[src/rtl/c2f_pkg.sv]
// Shared types, widths and reference arithmetic for the shared Celsius-to-Fahrenheit controller.
package c2f_pkg;

    localparam int unsigned CEL_W    = 4;
    localparam int unsigned FAH_W    = 32;
    localparam int unsigned F_OFFSET = 32;

    typedef enum logic [1:0] {
        IDLE,
        SETTLE,
        RESP
    } c2f_state_e;

    // Expected converter output: celsius*9/5 + 32 with truncating division.
    function automatic logic [FAH_W-1:0] c2f_ref(input logic [CEL_W-1:0] celsius);
        return (FAH_W'(celsius) * FAH_W'(9)) / FAH_W'(5) + FAH_W'(F_OFFSET);
    endfunction

endpackage

[src/rtl/c2f_rr_arbiter.sv]
// Combinational round-robin arbiter: first set request at or above ptr, wrapping.
module c2f_rr_arbiter #(
    parameter int unsigned NUM_REQ = 4,
    parameter int unsigned ID_W    = $clog2(NUM_REQ)
) (
    input  logic [NUM_REQ-1:0] req,
    input  logic [ID_W-1:0]    ptr,
    output logic [NUM_REQ-1:0] grant,
    output logic [ID_W-1:0]    idx,
    output logic               any_req
);

    logic [ID_W-1:0] k;

    always_comb begin
        grant   = '0;
        idx     = '0;
        any_req = 1'b0;
        k       = '0;
        for (int unsigned i = 0; i < NUM_REQ; i++) begin
            k = ID_W'((32'(ptr) + i) % NUM_REQ);
            if (!any_req && req[k]) begin
                grant[k] = 1'b1;
                idx      = k;
                any_req  = 1'b1;
            end
        end
    end

endmodule

[src/rtl/cel_2_fah.sv]
// Combinational Celsius-to-Fahrenheit converter shared by all requesters.
module cel_2_fah
    import c2f_pkg::*;
(
    input  logic [CEL_W-1:0] celsius,
    output logic [FAH_W-1:0] fahren
);

    assign fahren = (FAH_W'(celsius) * FAH_W'(9)) / FAH_W'(5) + FAH_W'(F_OFFSET);

endmodule

[src/rtl/c2f_share_ctrl.sv]
// Round-robin sharing of one cel_2_fah converter among NUM_REQ requesters.
// Optional completed-conversion counter enabled by C2F_SHARE_STATS_EN.
module c2f_share_ctrl
    import c2f_pkg::*;
#(
    parameter int unsigned NUM_REQ     = 4,
    parameter int unsigned CONV_CYCLES = 1,
    parameter int unsigned ID_W        = $clog2(NUM_REQ)
) (
    input  logic                     clk,
    input  logic                     rst_n,
    input  logic [NUM_REQ-1:0]       req_valid,
    input  logic [NUM_REQ*CEL_W-1:0] req_celsius,
    output logic [NUM_REQ-1:0]       req_ready,
    output logic                     rsp_valid,
    input  logic                     rsp_ready,
    output logic [ID_W-1:0]          rsp_id,
    output logic [FAH_W-1:0]         rsp_fahren,
    output logic                     busy,
    output logic [15:0]              conv_count
);

    localparam int unsigned CNT_W = (CONV_CYCLES > 1) ? $clog2(CONV_CYCLES) : 1;

    c2f_state_e         state;
    logic [ID_W-1:0]    rr_ptr;
    logic [ID_W-1:0]    lat_id;
    logic [CEL_W-1:0]   lat_cel;
    logic [CNT_W-1:0]   cnt;
    logic [NUM_REQ-1:0] grant;
    logic [ID_W-1:0]    gnt_idx;
    logic               any_req;
    logic [CEL_W-1:0]   gnt_cel;
    logic [FAH_W-1:0]   fahren;

    c2f_rr_arbiter #(
        .NUM_REQ (NUM_REQ),
        .ID_W    (ID_W)
    ) u_arb (
        .req     (req_valid),
        .ptr     (rr_ptr),
        .grant   (grant),
        .idx     (gnt_idx),
        .any_req (any_req)
    );

    // Converter only ever sees the operand captured on the grant cycle.
    cel_2_fah u_conv (
        .celsius (lat_cel),
        .fahren  (fahren)
    );

    always_comb begin
        gnt_cel = '0;
        for (int unsigned i = 0; i < NUM_REQ; i++) begin
            if (ID_W'(i) == gnt_idx) begin
                gnt_cel = req_celsius[i*CEL_W +: CEL_W];
            end
        end
    end

    // Grant pulse is combinational and suppressed while reset is asserted.
    assign req_ready = (rst_n && state == IDLE) ? grant : '0;

    always_ff @(posedge clk) begin
        if (!rst_n) begin
            state      <= IDLE;
            rr_ptr     <= '0;
            cnt        <= '0;
            lat_cel    <= '0;
            lat_id     <= '0;
            rsp_valid  <= 1'b0;
            rsp_id     <= '0;
            rsp_fahren <= '0;
            busy       <= 1'b0;
        end else begin
            case (state)
                IDLE: begin
                    if (any_req) begin
                        lat_cel <= gnt_cel;
                        lat_id  <= gnt_idx;
                        rr_ptr  <= (gnt_idx == ID_W'(NUM_REQ - 1)) ? '0 : gnt_idx + ID_W'(1);
                        cnt     <= CNT_W'(CONV_CYCLES - 1);
                        busy    <= 1'b1;
                        state   <= SETTLE;
                    end
                end
                SETTLE: begin
                    if (cnt == '0) begin
                        rsp_fahren <= fahren;
                        rsp_id     <= lat_id;
                        rsp_valid  <= 1'b1;
                        state      <= RESP;
                    end else begin
                        cnt <= cnt - CNT_W'(1);
                    end
                end
                RESP: begin
                    if (rsp_ready) begin
                        rsp_valid <= 1'b0;
                        busy      <= 1'b0;
                        state     <= IDLE;
                    end
                end
                default: begin
                    state <= IDLE;
                end
            endcase
        end
    end

`ifdef C2F_SHARE_STATS_EN
    logic [15:0] conv_cnt;

    // Saturating count of accepted responses.
    always_ff @(posedge clk) begin
        if (!rst_n) begin
            conv_cnt <= '0;
        end else if (rsp_valid && rsp_ready && conv_cnt != 16'hFFFF) begin
            conv_cnt <= conv_cnt + 16'd1;
        end
    end

    assign conv_count = conv_cnt;
`else
    assign conv_count = 16'd0;
`endif

endmodule

[config.mk]
export PLATFORM = sky130hd
export DESIGN_NAME = c2f_share_ctrl
export DESIGN_NICKNAME = d
export VERILOG_FILES = /design/src/rtl/c2f_pkg.sv /design/src/rtl/c2f_rr_arbiter.sv /design/src/rtl/cel_2_fah.sv /design/src/rtl/c2f_share_ctrl.sv
export SDC_FILE = /design/constraint.sdc
export NUM_CORES = 1
export LEC_CHECK = 0
export CORE_ASPECT_RATIO = 0.5
export CORE_MARGIN = 3
export CORE_UTILIZATION = 40
export DETAILED_ROUTE_END_ITERATION = 12
export GPL_TIMING_DRIVEN = 0
export HOLD_SLACK_MARGIN = 0.02
export PLACE_DENSITY = 0.68
export SYNTH_ARGS = -nofsm -noshare
export SYNTH_HDL_FRONTEND = slang
export SYNTH_SLANG_ARGS = --single-unit
[constraint.sdc]
create_clock -name clk -period 10.1 [get_ports clk]
set_clock_uncertainty 0.05 [all_clocks]
set_input_delay 1.515 -clock clk [delete_from_list [all_inputs] [get_ports clk]]
set_output_delay 1.515 -clock clk [all_outputs]
set_load 0.005 [all_outputs]
==> results of run 1 <==
==> registers in the layout, indices dropped and copies added (netlist names) <==
| signal | count |
|---|---|
| rsp_fahren | 7 |
| lat_cel | 4 |
| state | 2 |
| rsp_valid | 1 |
| rr_ptr | 2 |
| busy | 1 |
| lat_id | 2 |
| rsp_id | 2 |
==> path summary, 6_finish.rpt <==
path                startpoint            to  cells after the start
hold reg to reg      lat_id[1]     rsp_id[1]                      2
hold / removal       lat_id[1]     rsp_id[1]                      2
setup / recovery  req_valid[3]  req_ready[0]                      8
setup reg to reg     rr_ptr[0]    lat_cel[0]                     17
==> per-stage QoR <==
| stage | power (W) | setup WS, ns | util [%] |
|---|---|---|---|
| after detailed placement | 0.0007381 | 5.041 | 53.88 |
| final | 0.0008297 | 5.035 | 55.23 |
| after global routing | 0.0009103 | 4.866 | 55.23 |
| after floorplan | 0.0006017 | 5.750 | - |
| after CTS | 0.0008233 | 5.044 | 55.23 |
| after global placement | 0.0007191 | 5.155 | 53.88 |
==> worst min-delay path, stage by stage, from the launching register on <==
cell	delay, ns
dfxtp_1	0.31
nand2_1	0.05
a21boi_0	0.06
==> cells in the mapped netlist (3+ instances only) <==
master,n
a21oi_1,17
o22ai_1,3
nand3b_1,5
o211a_1,7
nor2_1,31
nor2b_1,9
nand3_1,5
mux4_2,4
nand2b_1,9
o2111ai_1,6
clkbuf_1,11
mux2i_1,7
o221ai_1,4
nor3_1,7
a21o_1,3
inv_1,13
a31oi_1,5
nor3b_1,3
o21ai_0,16
o21a_1,5
a22oi_1,8
dfxtp_1,21
a21boi_0,3
a221oi_1,5
and3_1,3
buf_2,11
nand2_1,22
ha_1,15
buf_4,43
o211ai_1,6
==> where the power goes <==
group	internal (W)	switching, W
Combinational	0.000272	0.000346
Clock	0.0000537	0.0000286
Sequential	0.000105	0.0000252
Total	0.000430	0.000400
==> kinds of logic after synthesis <==
family / Yosys count
xor gates and xnor gates: 2
buffers and inverters: 82
muxes: 11
other: 1
and+or+nand+nor: 106
AOI/OAI and AO/OA: 99
DFF: 21
adders and majority gates: 15
==> area by class of cell <==
| class | count | area [µm²] | area share (%) |
|---|---|---|---|
| Multi-Input combinational cell | 274 | 1784 | 55.46 |
| Buffer | 69 | 449.2 | 13.96 |
| Sequential cell | 21 | 420.4 | 13.07 |
| Timing Repair Buffer | 33 | 330.3 | 10.27 |
| Tap cell | 84 | 105.1 | 3.267 |
| Clock buffer | 4 | 78.83 | 2.450 |
| Inverter | 13 | 48.80 | 1.517 |
==> layer usage <==
metal | up-vias | GRT usage, % | share of wire (%)
met2 | 88 | 27.92 | 47
li1 | 1283 | - | -
met3 | 2 | 2.803 | 7.0
met4 | 0 | 1.732 | 0.30
met1 | 1164 | 20.68 | 45
met5 | - | 0 | 0
==> results.py, run 1 <==
metrics = {
    "status": {
        "run_status": "finished clean",
    },
    "timing": {
        "worst_pin_slew_ns": 0.6020,
        "final-max-slew-violation-count": 0,
        "timing.fmax_ghz": 0.1974,
        "period_minus_slack_ns": 5.065,
        "final.hold.worst_slack_ns": 0.4224,
        "hold_viol_final": 0,
        "setup_total_negative_slack_ns": 0,
        "period_share_pct": 50.15,
        "maxSlewHeadroom_pct": 59.56,
        "setup_violations": 0,
        "rsz0062_at_grt": "no",
    },
    "logic_synthesis": {
        "ys_warn_count": 0,
        "synth.top_cells.by_area": "dfxtp_1, buf_4, ha_1",
        "synth_xor_xnor_area_share_pct": 0.6863,
        "syn_area_per_cell_um2": 7.574,
        "synth_cell_type_count": 54,
        "combinational_family_with_the_most_area_after_synthesis": "compound AO/OA/AOI/OAI gates",
        "synth-async-reset-ratio_pct": 0,
        "yosys_register_bits": 21,
        "yosys.area_share.adder_pct": 7.353,
        "netlist_area_um2": 2552,
        "synth.largest_area_cell": "dfxtp_1",
        "yosysTopAreaCellShare_pct": 16.47,
        "yosysSeqAreaShare_pct": 16.47,
        "synth_compound_area_share_pct": 28.19,
        "syn-instance-count": 337,
        "synth_edf_count": 0,
        "share_of_cell_area_taken_by_muxes_after_synthesis_pct": 6.275,
        "postSynth.topFlopCell": "dfxtp_1",
        "yosys.area_share.simple_pct": 21.37,
    },
    "critical_path": {
        "critPathMaxStageDelay_ns": 0.56,
        "critPathRequiredTime_ns": 8.54,
        "regToRegSetupSlack_ns": 6.30,
        "critPathBufInv": 2,
        "worst-setup-path-type": "primary input to output pin",
        "critical_path.most_common_cell": "nor2_1",
        "timing.critical_path.cells": "clkbuf_1, mux4_2, nor2b_1, a22oi_1, nor2_1, a221oi_1, nor2_1, clkdlybuf4s50_1",
        "cp-start-kind": "primary input",
        "timing.critical_path.slowest_stage_cell": "mux4_2",
        "cpLargestDelayFamily": "buffers and inverters",
        "peak_fanout_along_the_critical_path": 9,
        "worstSetupEndpointType": "output pin",
        "worst_ep_arrival_time_ns": 3.50,
    },
    "die": {
        "floorplan.io_pins": 79,
        "die_area_um2": 7434,
        "core.rowCount": 19,
        "die-height_um": 62.49,
        "die_x_um": 119.0,
        "initial_utilization_pct": 43.82,
        "core_area_um2": 5824,
    },
    "pwr": {
        "peakVddDrop_mv": 0.1493,
        "power_leakage_nw": 1.438,
        "powerDensity_nw_per_um2": 257.9,
    },
    "clock_network": {
        "clock_tree.root_cell": "clkbuf_16",
        "worst_setup_hold_path_clk_slew_ns": 0.06,
        "insertion_delay_ns": 0.25,
        "max_clock_buf_depth": 2,
        "cts_post_setup_buffers_inserted": 0,
        "tritoncts_clock_tree": "done",
        "htreeDepth": 1,
        "cts_hold_buf": 0,
        "cts_inserted_buffers": 3,
        "numClockSinks": 21,
        "post_cts.resized_instances": 0,
    },
    "place": {
        "place.gp.congestion": 0.9017,
        "place.port_buffers": 33,
        "placed_inst_area_um2": 3138,
        "dp_hpwl_um": 4924,
        "post-place-cells": 494,
    },
    "cells_and_area": {
        "filler_cell_count": 565,
        "net_count_reported_at_finish": 453,
        "layout_commonest_cell": "buf_4",
        "antenna_cells": 0,
        "stdcell_area_um2": 3217,
        "layout-drive-gt1-share_pct": 16.91,
        "post_layout_nonfiller_instances": 498,
        "area_growth_pct": 26.03,
        "mostFrequentLayoutCells": "buf_4, conb_1, clkdlybuf4s50_1",
    },
    "global_route": {
        "grt_pass1_vias": 2224,
        "grt-ovfl-total": 0,
        "track_usage_pct": 15.75,
        "grt_antenna_before_repair": 0,
        "pin_count_of_the_biggest_net_entering_global_routing": 12,
        "grt_pass1_wl_um": 10260,
    },
    "detailed_routing": {
        "drt_drc_violations_left": 0,
        "route.antenna.remaining_nets": 0,
        "wl_um": 6291,
        "vias_per_cell": 5.094,
        "detailedRoute.firstIterationViolations": 154,
        "routed_wire_length_per_instance_um": 12.63,
        "route.vias.total": 2537,
        "length_of_the_first_detailed_routing_pass_in_iterations": 5,
    },
    "run": {
        "count_of_maximum_capacitance_violations": 0,
    },
    "hold_path": {
        "timing.hold.worst.class": "register to register",
    },
}
(Power assumes the default switching activity.)
==> run 2, diff against run 1 <==
clock period = 4.86 ns   (was 10.1 ns; I/O delays follow)
==> results of run 2 <==
Same layout as run 1 (identical final DEF). Status: finished clean.
Among the figures that moved: setup slack after placement 5.041 ns -> 1.030 ns; setup slack after layout 5.035 ns -> 0.7600 ns; start point of the critical path req_valid[3] -> rr_ptr[0]; register-to-register setup slack 6.30 ns -> 1.06 ns; total power 0.0008297 W -> 0.001724 W; worst IR drop on VDD 0.1493 mV -> 0.3102 mV
